### src/rtl/la_trigger_ctl_pkg.sv
// Shared definitions for the logic-analyzer trigger front-end: state codes,
// register bit-field positions and delay-line geometry.
package la_trigger_ctl_pkg;
    localparam int DW    = 32;
    localparam int DEPTH = 17;

    typedef logic [1:0] state_t;
    localparam state_t ST_IDLE  = 2'd0;
    localparam state_t ST_FILL  = 2'd1;
    localparam state_t ST_ARMED = 2'd2;
    localparam state_t ST_POST  = 2'd3;

    localparam int CTL_ARM     = 0;
    localparam int CTL_EDGE    = 1;
    localparam int CTL_PRE_LSB = 4;
    localparam int CTL_CNT_LSB = 16;

    // DONE is not a separate code: it reads back as IDLE with Trig set
    function automatic logic [DW-1:0] make_status(input state_t st, input logic ovf,
                                                   input logic trig, input logic [15:0] remain);
        return {remain, 12'h000, trig, ovf, st};
    endfunction
endpackage

### src/rtl/la_delay_line.sv
// 17-deep sample delay line; head is the newest sample, tap_out is pipe[tap+1].
module la_delay_line
    import la_trigger_ctl_pkg::*;
(
    input  logic          DClk,
    input  logic          rst,
    input  logic [DW-1:0] din,
    input  logic [3:0]    tap,
    output logic [DW-1:0] head,
    output logic [DW-1:0] tap_out
);
    logic [DEPTH-1:0][DW-1:0] pipe;

    always_ff @(posedge DClk or negedge rst) begin
        if (!rst) pipe <= '0;
        else      pipe <= {pipe[DEPTH-2:0], din};
    end

    assign head    = pipe[0];
    assign tap_out = pipe[{1'b0, tap} + 5'd1];
endmodule

### src/rtl/la_trigger_ctl.sv
// Logic-analyzer capture front-end: masked pattern trigger with pre-trigger
// history feeding the LA FIFO write port, controlled over the com link.
module la_trigger_ctl
    import la_trigger_ctl_pkg::*;
#(
    parameter logic [7:0] PatAD  = 8'hE8,
    parameter logic [7:0] MaskAD = 8'hE9,
    parameter logic [7:0] CtlAD  = 8'hEA,
    parameter logic [7:0] StatAD = 8'hEB
) (
    input  logic        DClk,
    input  logic        rst,
    input  logic [31:0] Data,
    input  logic [7:0]  Address,
    input  logic [31:0] DataIn,
    input  logic        Read,
    input  logic        Write,
    output logic [31:0] DataOut,
    output logic        ack,
    output logic [31:0] FifoData,
    output logic        FifoWrEn,
    output logic        FifoReset,
    input  logic        FifoFull
);
    logic [31:0] pat, mask, ctl, sample;
    state_t      state, state_nxt;
    logic [4:0]  fill_cnt;
    logic [15:0] remain, count;
    logic [3:0]  pre;
    logic        ovf, trig, hist;
    logic        hit, wr_ctl, arm_rise, arm_clr, match, qual;

    assign hit      = (Address == PatAD) || (Address == MaskAD) ||
                      (Address == CtlAD) || (Address == StatAD);
    assign wr_ctl   = Write && (Address == CtlAD);
    assign arm_rise = wr_ctl && DataIn[CTL_ARM] && !ctl[CTL_ARM];
    assign arm_clr  = wr_ctl && !DataIn[CTL_ARM];
    assign count    = ctl[CTL_CNT_LSB +: 16];
    assign pre      = ctl[CTL_PRE_LSB +: 4];
    assign match    = ((sample ^ pat) & mask) == '0;
    // in edge mode the previous sample must have missed
    assign qual     = match && (!ctl[CTL_EDGE] || !hist);

    la_delay_line u_dly (
        .DClk    (DClk),
        .rst     (rst),
        .din     (Data),
        .tap     (pre),
        .head    (sample),
        .tap_out (FifoData)
    );

    always_ff @(posedge DClk or negedge rst) begin
        if (!rst) begin
            pat  <= '0;
            mask <= '0;
            ctl  <= '0;
            ack  <= 1'b0;
        end else begin
            ack <= (Read || Write) && hit;
            if (Write && (Address == PatAD))  pat  <= DataIn;
            if (Write && (Address == MaskAD)) mask <= DataIn;
            if (wr_ctl)                       ctl  <= DataIn;
        end
    end

    always_comb begin
        DataOut = '0;
        if (Read) begin
            case (Address)
                PatAD:   DataOut = pat;
                MaskAD:  DataOut = mask;
                CtlAD:   DataOut = ctl;
                StatAD:  DataOut = make_status(state, ovf, trig, remain);
                default: DataOut = '0;
            endcase
        end
    end

    always_ff @(posedge DClk or negedge rst) begin
        if (!rst) state <= ST_IDLE;
        else      state <= state_nxt;
    end

    always_comb begin
        state_nxt = state;
        if (arm_clr) begin
            state_nxt = ST_IDLE;
        end else if (arm_rise) begin
            state_nxt = ST_FILL;
        end else begin
            case (state)
                ST_FILL:  if (fill_cnt == 5'(DEPTH - 1)) state_nxt = ST_ARMED;
                ST_ARMED: if (qual) state_nxt = (count == '0) ? ST_IDLE : ST_POST;
                ST_POST:  if (remain <= 16'd1) state_nxt = ST_IDLE;
                default:  state_nxt = state;
            endcase
        end
    end

    always_comb begin
        FifoWrEn = (state == ST_POST) && !FifoFull;
    end

    // a full FIFO still consumes a slot so the capture window stays time-aligned
    always_ff @(posedge DClk or negedge rst) begin
        if (!rst) begin
            fill_cnt  <= '0;
            remain    <= '0;
            ovf       <= 1'b0;
            trig      <= 1'b0;
            hist      <= 1'b0;
            FifoReset <= 1'b0;
        end else begin
            FifoReset <= arm_rise;
            hist      <= arm_rise ? 1'b0 : match;
            if (arm_rise) begin
                fill_cnt <= '0;
                ovf      <= 1'b0;
                trig     <= 1'b0;
            end else begin
                if (state == ST_FILL) fill_cnt <= fill_cnt + 5'd1;
                if ((state == ST_ARMED) && qual && !arm_clr) begin
                    trig   <= 1'b1;
                    remain <= count;
                end
                if (state == ST_POST) begin
                    remain <= remain - 16'd1;
                    if (FifoFull) ovf <= 1'b1;
                end
            end
        end
    end
endmodule

### config.mk
export PLATFORM = sky130hd
export DESIGN_NAME = la_trigger_ctl
export DESIGN_NICKNAME = d
export VERILOG_FILES = /design/src/rtl/la_trigger_ctl_pkg.sv /design/src/rtl/la_delay_line.sv /design/src/rtl/la_trigger_ctl.sv
export SDC_FILE = /design/constraint.sdc
export NUM_CORES = 1
export LEC_CHECK = 0
export ABC_AREA = 1
export BUFFER_PORTS_ARGS = -buffer_cell sky130_fd_sc_hd__buf_2
export CORE_MARGIN = 2
export CORE_UTILIZATION = 52
export DETAILED_ROUTE_END_ITERATION = 8
export GPL_TIMING_DRIVEN = 1
export PLACE_DENSITY = 0.68
export RECOVER_POWER = 25
export SYNTH_ARGS = -nofsm -noshare
export SYNTH_HDL_FRONTEND = slang
export SYNTH_SLANG_ARGS = --single-unit
export TNS_END_PERCENT = 20
### constraint.sdc
create_clock -name DClk -period 2.3 [get_ports DClk]
set_input_delay 0.115 -clock DClk [delete_from_list [all_inputs] [get_ports DClk]]
set_output_delay 0.115 -clock DClk [all_outputs]
set_load 0.05 [all_outputs]
# ---- Word-level counts from Yosys, hierarchy flattened
# Cells that the tools add are included.
dict set report totals {
  register_bits 668
  output_inout_bits 67
  elab_cells 101
}
dict set report op_classes {
  add_sub_neg 3
  magnitude_cmp 2
  n_eq_ne 11
  mux 21
  bitwise 3
  reduce_logical 33
}
# cell n
set ops {}
lappend ops {{32-bit binary-select mux with 5-bit select} 1}
lappend ops {{32-bit one-hot mux with 4 select lines} 1}
lappend ops {{32-bit 2-to-1 mux} 2}
lappend ops {{32-bit AND} 1}
lappend ops {{8-bit == test, second input constant} 4}
lappend ops {{32-bit logical NOT} 1}
lappend ops {{16-bit 2-to-1 mux} 2}
lappend ops {{32-bit XOR} 1}
lappend ops {{16-bit by 1-bit less-or-equal comparator with 1-bit output, second input constant} 1}
lappend ops {{16-bit logical NOT} 1}
lappend ops {{16-bit by 1-bit subtractor with 16-bit output, second input constant} 1}
lappend ops {{2-bit 2-to-1 mux} 6}
lappend ops {{4-bit inequality test, second input constant} 3}
lappend ops {{1-bit logical AND} 11}
lappend ops {{5-bit 2-to-1 mux} 2}
lappend ops {{2-bit nonzero test} 5}
lappend ops {{1-bit logical NOT} 6}
lappend ops {{5-bit by 6-bit < comparator with 1-bit output, second input constant} 1}
lappend ops {{1-bit 2-to-1 mux} 6}
lappend ops {{2-bit one-hot mux with 3 select lines} 1}
lappend ops {{4-bit by 1-bit adder with 5-bit output, second input constant} 1}
lappend ops {{5-bit by 1-bit adder with 5-bit output, second input constant} 1}
lappend ops {{5-bit == test, second input constant} 1}
lappend ops {{1-bit logical OR} 5}
lappend ops {{other kinds (6)} 8}

# ---- Logic depth before layout (Yosys ltp)
dict set report depth {
  depth_word 8
  ltp_mapped 13
  depth_no_buf 12
}

# ---- Modules after synthesis
# Synthesis repeated with hierarchy kept, for this count alone.
dict set report hier_totals {
  cells_unflattened 3170
  hier_area_um2 27501.4
}
# mod n_inst cells_each area_per_inst_um2
set modules_own_cells {}
lappend modules_own_cells {la_delay_line 1 2234 20638.5}
lappend modules_own_cells {la_trigger_ctl 1 936 6862.8}

# ---- Least setup slack after synthesis
# OpenSTA, ideal clock, no wires.
dict set report synth_timing {
  kind {register to output}
  startpoint {reg ctl[4]}
  endpoint {out FifoData[15]}
  t_arrival_ns 2.196
  required_ns 2.185
  path_slack_ns -0.011
  stages_incl_launch_ff 12
  path_buffers 3
  cell_sequence {dfrtp_1 > ha_1 > buf_2 > inv_1 > clkbuf_1 > clkbuf_1 > o21ai_0 > o221ai_1 > o211ai_1 > nand2_1 > nand2_1 > nand2_1}
}
dict set report synth_between {
  elab_chain_cells 3
}
# element line
set synth_rtl {}
lappend synth_rtl {{start: declaration} la_trigger_ctl.sv:25} ;# logic [31:0] pat, mask, ctl, sample;
lappend synth_rtl {{start signal: assignment} la_trigger_ctl.sv:63} ;# if (wr_ctl) ctl <= DataIn;
lappend synth_rtl {{4-bit by 1-bit adder with 5-bit output} la_delay_line.sv:20} ;# assign tap_out = pipe[{1'b0, tap} + 5'd1];
lappend synth_rtl {{32-bit binary-select mux with 5-bit select} la_delay_line.sv:20}
lappend synth_rtl {{32-bit 2-to-1 mux (implied by the code)} la_delay_line.sv:20}
lappend synth_rtl {{end: declaration} la_trigger_ctl.sv:20} ;# output logic [31:0] FifoData,
# Every way passes these cells. The select of a mux whose other input is x is not followed.

# ---- Worst setup path in the final report
dict set report layout_timing {
  startpoint {reg ctl[4]}
  endpoint {out FifoData[2]}
}
# The elaborated chain is that of the path after synthesis.

==> results.ini <==
[routing]
met2_wirelength_um = 31200
drt-wirelength-per-cell_um = 19.7
antenna_left = 0
drt-met1-wl_um = 30100
highest_layer = met4
avgViaCountPerCell = 5.67
wirelength_um = 67200
route.detailed.drc = 0
wl_met3_um = 4450
drt_iter0_drc = 1906
dr.pass1.iters = 6
vias = 19335

[sta]
fin_setup_tns_ns = -17.53
hold_viol = 0
finClkSkew_ns = 0.0184
period_needed_ns = 3.00
min_period_over_period_pct = 130
rsz0062_at_grt = yes
slew_viol_final = 50
holdWs_ns = 0.0423
relSlewSlack_pct = -13.2
worst_pin_slew_ns = 1.70
setup_ws_ns = -0.697
setup_viol = 32
timing.fmax_mhz = 334

[finish]
final_util_pct = 65.1
n_fill_cell = 3710
area_delta_synth_final_pct = 23.3
final_cell_mix = dfrtp_1, o21ai_0, nand2_1
diodes = 0
drive_gt1_share_pct = 14.5
nets = 2826
layout_commonest_cell = dfrtp_1

[die]
dieHeight_um = 225
initial_core_util_pct = 52.9
coreArea_sq_mm = 0.0478
io_pins = 144
die_w_um = 225
rows = 80
die_area_sq_mm = 0.0504

[place]
port_buffers = 143
gp_congestion = 0.867
post-dp-hpwl_um = 41500
pre_cts_slack_ns = -0.103

[logic_synthesis]
synth_cell_type_count = 39
synth-seq-cells = 668
synthSimpleGateAreaFrac_pct = 13.0
synthFlopType = dfrtp_1
synth_mux_area_share_pct = 0
synth_top_family_by_area = compound AO/OA/AOI/OAI gates
syn_area_sq_mm = 0.0253
ys_async_sr_fraction_pct = 100
syn_nets = 2568
syn_inst = 2486
syn_area_per_cell_sq_um = 10.2
yosys.area_share.adder_pct = 0.247
synth_edf_count = 0
yosysWarnings = 0
ys_seq_area_share_pct = 66.1
synth-compound-area-share_pct = 15.5
synthXorXnorAreaFrac_pct = 0.208

[power_and_ir_drop]
power_mw = 28.6
power.density_mw_per_mm2 = 918
vdd_ir_drop_max_v = 0.000605
power_leakage_nw = 14.1

[clock_tree]
clkTransAtPathRegs_ns = 0.06
cts_root_buf = clkbuf_16
clock-sinks = 668
clock_latency_ns = 0.61
cts_buffers = 68
tritoncts = done
clk_path_buf_depth = 3
cts_max_level = 3

[min_path]
hold_class = in -> reg

[global_route]
grt_pass1_vias = 19038
grt-ovfl-total = 0
grtUsageTotal_pct = 26.4
grt_max_degree = 91
antenna_found_initial = 0
grt_pass1_wl_um = 105000

[worst_setup_path]
cp-start-kind = flop
required_ns = 2.18
crit_arrival_ns = 2.88
crit_type = reg -> out
endpoint_kind = output pin
crit_fanout = 8

[run]
maxCapViolations = 1

[run_status]
status = finished, violations left
failed_checks = capacitance limit, slew limit, setup timing

## per-layer routing
layer | GRT usage [%] | vias to the layer above
li1 | - | 8923
met1 | 39.8 | 9599
met2 | 39.9 | 712
met3 | 4.81 | 101
met4 | 7.09 | 0
met5 | 0 | -
## worst max-delay path: stages, from the launching register on
cell and delay (ns):
dfrtp_4 0.49, ha_4 0.32, buf_12 0.18, clkbuf_16 0.18, o21ai_0 0.11, o221ai_1 0.28, o211ai_1 0.18, buf_4 0.18
nand2_1 0.06, nand2_1 0.06, nand2_1 0.09, buf_6 0.15
## cells in the mapped netlist (3+ instances only)
master,instances,area (sq um)
ha_1,5,62.6
buf_2,13,65.1
inv_2,4,15.0
o22ai_1,48,300
a32o_1,4,40.0
buf_1,16,60.1
o221ai_1,65,569
dfrtp_1,668,16700
nor2_1,313,1170
nor3_2,3,30.0
o21ai_0,418,2090
a211oi_1,15,113
nor3_1,5,25.0
nand4_1,7,43.8
o211ai_1,65,488
nand3_1,120,601
inv_1,175,657
clkbuf_1,121,454
nand2_1,344,1290
o21ai_1,8,40.0
xor2_1,6,52.6
a21oi_1,43,215
## power breakdown
| part | total (mW) | switching, mW | internal [mW] |
|---|---|---|---|
| logic | 4.38 | 2.80 | 1.58 |
| clock network | 11.3 | 4.53 | 6.73 |
| registers | 13.0 | 0.497 | 12.5 |
## logic make-up (layout without fill, tap and decap cells)
kind of cell               Yosys count  count (layout)
DFF                                668             668
adders and majority gates            5               5
buffers and inverters              331             638
and+or+nand+nor                    803             803
xor gates and xnor gates             6               6
AOI/OAI and AO/OA                  673             673
## layout make-up
type	instances	area, sq um	area share [%]
Clock buffer	97	1990	6.40
Clock inverter	22	302	0.967
Inverter	179	704	2.26
Multi-Input combinational cell	1487	7390	23.7
Sequential cell	668	16700	53.6
Tap cell	615	769	2.47
Timing Repair Buffer	340	3290	10.5
## state kept, by name (all words and copies together) (netlist names)
| register | flops |
|---|---|
| u_dly.pipe | 512 |
| ctl | 32 |
| mask | 32 |
| pat | 32 |
| u_dly.head | 32 |
| remain | 16 |
| fill_cnt | 5 |
| state | 2 |
| FifoReset | 1 |
| ack | 1 |
| hist | 1 |
| ovf | 1 |
| trig | 1 |
## worst paths after layout
kind                       slack, ns                      start  depth (start not counted)                        end
max reg2reg                     0.18   u_dly.head[30]$_DFF_PN0_                         12      remain[3]$_DFFE_PN0P_
max in group asynchronous       0.55                        rst                          3  u_dly.pipe[278]$_DFF_PN0_
min in group asynchronous       0.50                        rst                          2  u_dly.pipe[517]$_DFF_PN0_
min                             0.04                 Address[0]                          5    fill_cnt[2]$_DFFE_PN0P_
max                            -0.70         ctl[4]$_DFFE_PN0N_                         11                FifoData[2]
min reg2reg                     0.36  u_dly.pipe[102]$_DFF_PN0_                          0  u_dly.pipe[134]$_DFF_PN0_
## timing repair
| item | in CTS | in global routing |
|---|---|---|
| resized for setup | 77 | 53 |
| hold buffers | 69 | 0 |
| setup endpoints to repair | 33 | 33 |
| cloned | 3 | 9 |
| hold endpoints to repair | 508 | 0 |
| pin swaps | 8 | 21 |
| buffers inserted | 0 | 3 |
## stage by stage
| step | cell area, sq um | cells |
|---|---|---|
| finish | 31200 | 3408 |
| global route | 31200 | 3408 |
| CTS | 30900 | 3398 |
| detailed placement | 27600 | 3207 |
| global placement | 27600 | 3207 |
| floorplan | 25300 | 2486 |
No activity file was read; power rests on OpenSTA's default activity.
